==> config.mk <==
export PLATFORM = sky130hd
export DESIGN_NAME = mod_mem_arbiter
export DESIGN_NICKNAME = d
export VERILOG_FILES = /design/src/rtl/mod_mem_arbiter.sv
export SDC_FILE = /design/constraint.sdc
export NUM_CORES = 1
export LEC_CHECK = 0
export ABC_CLOCK_PERIOD_IN_PS = 6600
export BUFFER_PORTS_ARGS = -buffer_cell sky130_fd_sc_hd__buf_2
export CORE_MARGIN = 8
export CORE_UTILIZATION = 47
export DETAILED_ROUTE_END_ITERATION = 10
export GPL_TIMING_DRIVEN = 0
export PLACE_DENSITY = 0.8
export SLEW_MARGIN = 20
export SYNTH_ARGS = -nofsm -noshare
export SYNTH_HDL_FRONTEND = slang
export SYNTH_SLANG_ARGS = --single-unit
==> constraint.sdc <==
create_clock -name clk -period 6.6 [get_ports clk]
set_input_delay 0.99 -clock clk [delete_from_list [all_inputs] [get_ports clk]]
set_output_delay 0.99 -clock clk [all_outputs]
set_load 0.05 [all_outputs]
==> src/rtl/mod_mem_arbiter.sv <==
// Arbitrates one SRAM controller port among I-fill, D-fill/write and VGA fetch; one transaction in flight.
// VGA has priority up to VGA_BURST_MAX back-to-back grants while the CPU waits; I/D alternate round-robin.
module mod_mem_arbiter #(
    parameter int ADDR_WIDTH    = 32,
    parameter int DATA_WIDTH    = 32,
    parameter int VGA_BURST_MAX = 4
) (
    input  logic                  clk,
    input  logic                  rst,
    input  logic                  i_req,
    input  logic [ADDR_WIDTH-1:0] i_addr,
    output logic                  i_rdy,
    output logic [DATA_WIDTH-1:0] i_rdata,
    input  logic                  d_req,
    input  logic                  d_rw,
    input  logic [ADDR_WIDTH-1:0] d_addr,
    input  logic [DATA_WIDTH-1:0] d_wdata,
    output logic                  d_rdy,
    output logic [DATA_WIDTH-1:0] d_rdata,
    input  logic                  v_req,
    input  logic [ADDR_WIDTH-1:0] v_addr,
    output logic                  v_rdy,
    output logic [DATA_WIDTH-1:0] v_rdata,
    output logic                  mem_req,
    output logic                  mem_rw,
    output logic [ADDR_WIDTH-1:0] mem_addr,
    output logic [DATA_WIDTH-1:0] mem_wdata,
    input  logic [DATA_WIDTH-1:0] mem_rdata,
    input  logic                  mem_ack,
    output logic [1:0]            grant
);

    localparam int CW = $clog2(VGA_BURST_MAX + 1);
    localparam logic [1:0] G_NONE = 2'b00;
    localparam logic [1:0] G_I    = 2'b01;
    localparam logic [1:0] G_D    = 2'b10;
    localparam logic [1:0] G_V    = 2'b11;

    typedef enum logic [1:0] {IDLE, BUSY, RESP} state_t;

    state_t        state, state_nxt;
    logic [1:0]    win;
    logic          cpu_req;
    logic          vga_capped;
    logic          rr_d;        // 1: D wins an I/D tie, 0: I wins
    logic [CW-1:0] vga_cnt;

    assign cpu_req    = i_req | d_req;
    assign vga_capped = (vga_cnt == CW'(VGA_BURST_MAX)) && cpu_req;

    always_comb begin
        win = G_NONE;
        if (v_req && !vga_capped)
            win = G_V;
        else if (i_req && d_req)
            win = rr_d ? G_D : G_I;
        else if (d_req)
            win = G_D;
        else if (i_req)
            win = G_I;
    end

    always_comb begin
        state_nxt = state;
        case (state)
            IDLE:    if (win != G_NONE) state_nxt = BUSY;
            BUSY:    if (mem_ack) state_nxt = RESP;
            RESP:    state_nxt = IDLE;
            default: state_nxt = IDLE;
        endcase
    end

    always_ff @(posedge clk or posedge rst) begin
        if (rst)
            state <= IDLE;
        else
            state <= state_nxt;
    end

    always_ff @(posedge clk or posedge rst) begin
        if (rst) begin
            grant     <= G_NONE;
            mem_rw    <= 1'b0;
            mem_addr  <= '0;
            mem_wdata <= '0;
            i_rdata   <= '0;
            d_rdata   <= '0;
            v_rdata   <= '0;
            rr_d      <= 1'b1;
            vga_cnt   <= '0;
        end else begin
            case (state)
                IDLE: begin
                    // The VGA streak only counts while the CPU is actually being held off.
                    if (!cpu_req)
                        vga_cnt <= '0;
                    else if (win == G_V)
                        vga_cnt <= (vga_cnt == CW'(VGA_BURST_MAX)) ? vga_cnt : vga_cnt + 1'b1;
                    else if (win != G_NONE)
                        vga_cnt <= '0;

                    if (win == G_I) rr_d <= 1'b1;
                    if (win == G_D) rr_d <= 1'b0;

                    if (win != G_NONE) begin
                        grant     <= win;
                        mem_addr  <= (win == G_V) ? v_addr : (win == G_D) ? d_addr : i_addr;
                        mem_rw    <= (win == G_D) && d_rw;
                        mem_wdata <= (win == G_D) ? d_wdata : '0;
                    end
                end
                BUSY: begin
                    if (mem_ack) begin
                        case (grant)
                            G_I:     i_rdata <= mem_rdata;
                            G_D:     if (!mem_rw) d_rdata <= mem_rdata;
                            G_V:     v_rdata <= mem_rdata;
                            default: ;
                        endcase
                    end
                end
                RESP:    grant <= G_NONE;
                default: ;
            endcase
        end
    end

    assign mem_req = (state == BUSY);
    assign i_rdy   = (state == RESP) && (grant == G_I);
    assign d_rdy   = (state == RESP) && (grant == G_D);
    assign v_rdy   = (state == RESP) && (grant == G_V);

endmodule

==> results of run 1 <==
[kinds of logic after synthesis]
group / Yosys count / synth area share (%)
flops: 169 / 57.2
compound gates: 79 / 5.76
fa+ha+maj: 6 / 1.01
simple gates: 124 / 7.35
mux: 161 / 25.5
buf+inv: 43 / 3.25
[final cells by class]
cell class / instances / area [um2] / area share (%)
multi-input cells: 370 / 2930 / 29.3
repair buffers: 334 / 1690 / 17.0
well taps: 216 / 270 / 2.70
plain buffers: 36 / 214 / 2.14
flip-flops and latches: 169 / 4230 / 42.3
clock buffers: 19 / 433 / 4.33
clock inverters: 13 / 186 / 1.87
inverters: 7 / 33.8 / 0.338
[Yosys cell counts, types with 2 or more instances]
library cell  number
buf_2             12
buf_6              8
clkbuf_1          14
dfrtp_1          168
ha_1               6
inv_1              7
mux2_1             2
mux2_2            97
mux2_4            30
mux2i_1           32
nand2_1          100
nand2b_1           2
nand3_1            3
nor2_1             2
nor3b_1            3
o21ai_0           69
or4_1              2
[flip-flops by register name (all words and copies together) (netlist names)]
name       cells
d_rdata       32
grant          2
i_rdata       32
mem_addr      32
mem_rw         1
mem_wdata     32
rr_d           1
state          2
v_rdata       32
vga_cnt        3
[metal layers]
metal / GRT usage, % / share of wire, %
met5: 0 / 0
met4: 6.56 / 1.6
met3: 7.59 / 9.0
met1: 22.7 / 38
met2: 36.8 / 51
[per-stage QoR]
stage / cells / setup slack, ns / instance area [um2] / TNS (ns)
floorplan: 582 / 1.04 / 7400 / 0
global placement: 1131 / -0.731 / 9340 / -120.88
detailed placement: 1132 / 3.38 / 9370 / 0
CTS: 1164 / 3.81 / 9990 / 0
global route: 1164 / 3.66 / 9990 / 0
finish: 1164 / 3.82 / 9990 / 0
[worst max-delay path, stage by stage]
cell and delay (ns):
buf_2 0.16, nand2b_1 0.10, a22oi_1 0.34, inv_1 0.14, ha_1 0.25, clkbuf_1 0.26, and3_1 0.28, o31a_1 0.29
mux2_2 0.26
[path summary, 6_finish.rpt]
path                       slack, ns             to
max in group asynchronous       5.09           rr_d
hold reg to reg                 0.48  mem_wdata[26]
setup reg to reg                3.93   mem_addr[31]
min in group asynchronous       0.67   mem_addr[25]
setup / recovery                3.82     vga_cnt[0]
hold / removal                  0.48  mem_wdata[26]
==> impl_metrics.json, run 1 <==
{
  "wl_per_cell_um": 18.2,
  "vias_per_cell": 4.93,
  "initial_core_util_pct": 47.3,
  "hold_start": "mem_wdata[26]",
  "die_h_um": 141,
  "post_cts_buffers": 0,
  "fin_worst_skew_ns": 0.0101,
  "async_flop_share_pct": 100,
  "crit_path_end_kind": "flip-flop",
  "crit_fanout": 10,
  "diodes": 0,
  "grt_util_all_layers_pct": 20.8,
  "status": "finished clean",
  "synth_largest_area_cell": "dfrtp_1",
  "max_slew_margin_pct": 52.7,
  "synth-main-ff-cell": "dfrtp_1",
  "rsz0062_at_grt": "false",
  "mostFrequentLayoutCells": "buf_2 (345), dfrtp_1 (168), nand2_1 (100), mux2_2 (97), o21ai_0 (69)",
  "synthCells": 582,
  "grt_first_pass_wirelength_um": 32600,
  "hold_buffers": 0,
  "drt_iter0_drc": 186,
  "clock.fmax_mhz": 360,
  "clock_latency_ns": 0.42,
  "drive_gt1_share_pct": 54.7,
  "vias": 5739,
  "drt-total-wl_um": 21200,
  "finalHoldViolations": 0,
  "drc": 0,
  "dieArea_mm2": 0.0200,
  "cts_tree": "built",
  "synthTopCellsByArea": "dfrtp_1 (57%), mux2_2 (15%), mux2_4 (6.1%)",
  "synth_edf_count": 0,
  "grt_antenna_before_repair": 0,
  "h-tree-depth": 4,
  "yosysSeqAreaShare_pct": 57.2,
  "detailed_place_hpwl_um": 16500,
  "yosys_warnings": 0,
  "cts_buffer_depth": 2,
  "io_pins": 334,
  "drv_cap": 0,
  "firstDrtPassIters": 4,
  "postRouteAntennaNets": 0,
  "synth.net_count": 755,
  "nFillCells": 1288,
  "clock_sinks": 169,
  "finalCritPeriodShare_pct": 42.1,
  "r2r-start": "vga_cnt[0]",
  "setup_viol": 0,
  "cp.arrival_ns": 3.08,
  "core_area_mm2": 0.0157,
  "clockRootBuffer": "clkbuf_16",
  "die_x_um": 141,
  "startpoint_type": "primary input",
  "layout_min_cycle_time_ns": 2.78,
  "numCtsBuffers": 17,
  "whs_ns": 0.476,
  "path_class": "in2reg",
  "netlist_area_mm2": 0.00740,
  "row_count": 46,
  "synth_top_area_share_pct": 56.8,
  "maxSlewViolCount": 0,
  "path_clk_slew_ns": 0.07,
  "reg2reg_depth": 10,
  "syn_area_per_cell_um2": 12.7,
  "synth.distinct_cells": 42,
  "place_congestion": 0.816,
  "worst_slew_pin_slew_ns": 0.710,
  "required_ns": 6.90,
  "grt_pass1_vias": 6196,
  "grt_max_degree": 103,
  "cts_resized": 0,
  "synth_seq_cells": 169,
  "nNetsFinal": 1108,
  "min_path_type": "reg2reg",
  "hold_depth": 2,
  "area_growth_pct": 35.0,
  "grt-ovfl-total": 0,
  "portBuffers": 333,
  "startpoint": "i_req",
  "fin_util_pct": 63.8,
  "mostFrequentLayoutCell": "buf_2"
}
Power of run 1 is not shown: default switching activity piles up to over one toggle a cycle in this logic, so the estimate is an artifact.
==> inputs of run 2 (changes only) <==
ABC_CLOCK_PERIOD_IN_PS = 2700   (was 6600)
clock period = 2.7 ns   (was 6.6 ns; I/O delays follow)
==> impl_metrics.json, run 2 (synthesis results as in run 1) <==
{
  "row_count": 46,
  "cp.arrival_ns": 2.70,
  "worst_slew_pin_slew_ns": 0.622,
  "grt_max_degree": 35,
  "dp_slack_ns": -0.0521,
  "drt_iter0_drc": 162,
  "required_ns": 3.00,
  "core_area_mm2": 0.0157,
  "crit_path_end_kind": "flip-flop",
  "hold_buffers": 0,
  "portBuffers": 333,
  "startpoint_type": "flip-flop",
  "mostFrequentLayoutCell": "buf_2",
  "clockRootBuffer": "clkbuf_16",
  "vias_per_cell": 5.01,
  "numCtsBuffers": 17,
  "cts_buffer_depth": 2,
  "max_slew_margin_pct": 58.4,
  "layout_min_cycle_time_ns": 2.40,
  "fin_worst_skew_ns": 0.0101,
  "nNetsFinal": 1110,
  "clock_sinks": 169,
  "post_cts_buffers": 0,
  "wl_per_cell_um": 18.0,
  "crit_fanout": 19,
  "area_growth_pct": 35.8,
  "fin_ws_ns": 0.300,
  "firstDrtPassIters": 4,
  "detailed_place_hpwl_um": 16900,
  "grt_antenna_before_repair": 1,
  "vias": 5845,
  "finalHoldViolations": 0,
  "clock.fmax_mhz": 417,
  "path_class": "reg2reg",
  "die_x_um": 141,
  "drt-total-wl_um": 21000,
  "place_congestion": 0.855,
  "status": "finished clean",
  "postRouteAntennaNets": 0,
  "cts_tree": "built",
  "drive_gt1_share_pct": 55.4,
  "drv_cap": 0,
  "diodes": 0,
  "grt_util_all_layers_pct": 20.7,
  "h-tree-depth": 4,
  "fin_util_pct": 64.2,
  "io_pins": 334,
  "rsz0062_at_grt": "false",
  "grt_first_pass_wirelength_um": 32400,
  "min_path_type": "in2async",
  "grt_pass1_vias": 6283,
  "finalCritPeriodShare_pct": 88.9,
  "grt-ovfl-total": 0,
  "path_clk_slew_ns": 0.07,
  "drc": 0,
  "mostFrequentLayoutCells": "buf_2 (344), dfrtp_1 (168), nand2_1 (100), mux2_2 (97), o21ai_0 (69)",
  "initial_core_util_pct": 47.3,
  "setup_viol": 0,
  "cts_resized": 0,
  "dieArea_mm2": 0.0200,
  "clock_latency_ns": 0.42,
  "maxSlewViolCount": 0,
  "die_h_um": 141
}
-- run 2: cell types whose count changed in the layout (fill, tap and decap cells not counted), moves of 2 or more --
cell / delta
buf_12: +4
bufinv_16: -2
clkbuf_1: -3
clkinv_4: +2
clkinvlp_4: -2
-- run 2: worst max-delay path, stage by stage, from the launching register on --
cell and delay (ns):
dfrtp_1 0.38, inv_1 0.08, ha_1 0.20, a21bo_2 0.13, o211a_1 0.19, ha_1 0.17
clkbuf_1 0.12, buf_4 0.32, mux2i_1 0.30, o21ai_0 0.11, mux2_2 0.27
-- run 2: cell type report --
| type | count | area, um2 |
|---|---|---|
| Multi-Input combinational cell | 370 | 2940 |
| Tap cell | 216 | 270 |
| Clock inverter | 15 | 174 |
| Fill cell | 1268 | 5610 |
| Buffer | 34 | 205 |
| Timing Repair Buffer | 338 | 1770 |
| Sequential cell | 169 | 4230 |
| Inverter | 7 | 30.0 |
| Clock buffer | 17 | 425 |
-- run 2: final timing paths --
check                              start             to  cells past startpoint  slack, ns
max in group asynchronous            rst     d_rdata[4]                      6       1.43
min in group clk                 mem_ack       state[0]                      2       0.20
max reg2reg                   vga_cnt[0]   mem_addr[31]                     10       0.30
max                           vga_cnt[0]   mem_addr[31]                     10       0.30
min reg2reg                mem_wdata[23]  mem_wdata[23]                      2       0.48
min                                  rst  mem_wdata[26]                      2       0.06
-- run 2: layer usage --
| layer | up-vias | track usage [%] | wire [um] |
|---|---|---|---|
| met1 | 2836 | 22.3 | 7830 |
| li1 | 2741 | - | - |
| met5 | - | 0 | 8 |
| met3 | 30 | 7.49 | 1860 |
| met4 | 2 | 7.52 | 423 |
| met2 | 236 | 36.8 | 10800 |
-- run 2: stage by stage --
stage | area [um2] | setup TNS (ns) | std cells | hold slack [ns]
after floorplan | 7410 | 0 | 582 | 0.478
after global placement | 9340 | -143.27 | 1131 | 0.458
after detailed placement | 9450 | -0.0867 | 1136 | 0.465
after CTS | 10000 | 0 | 1167 | 0.0516
after global routing | 10000 | 0 | 1166 | 0.0946
final | 10000 | 0 | 1166 | 0.0594
Power of run 2 is left out for the same reason.
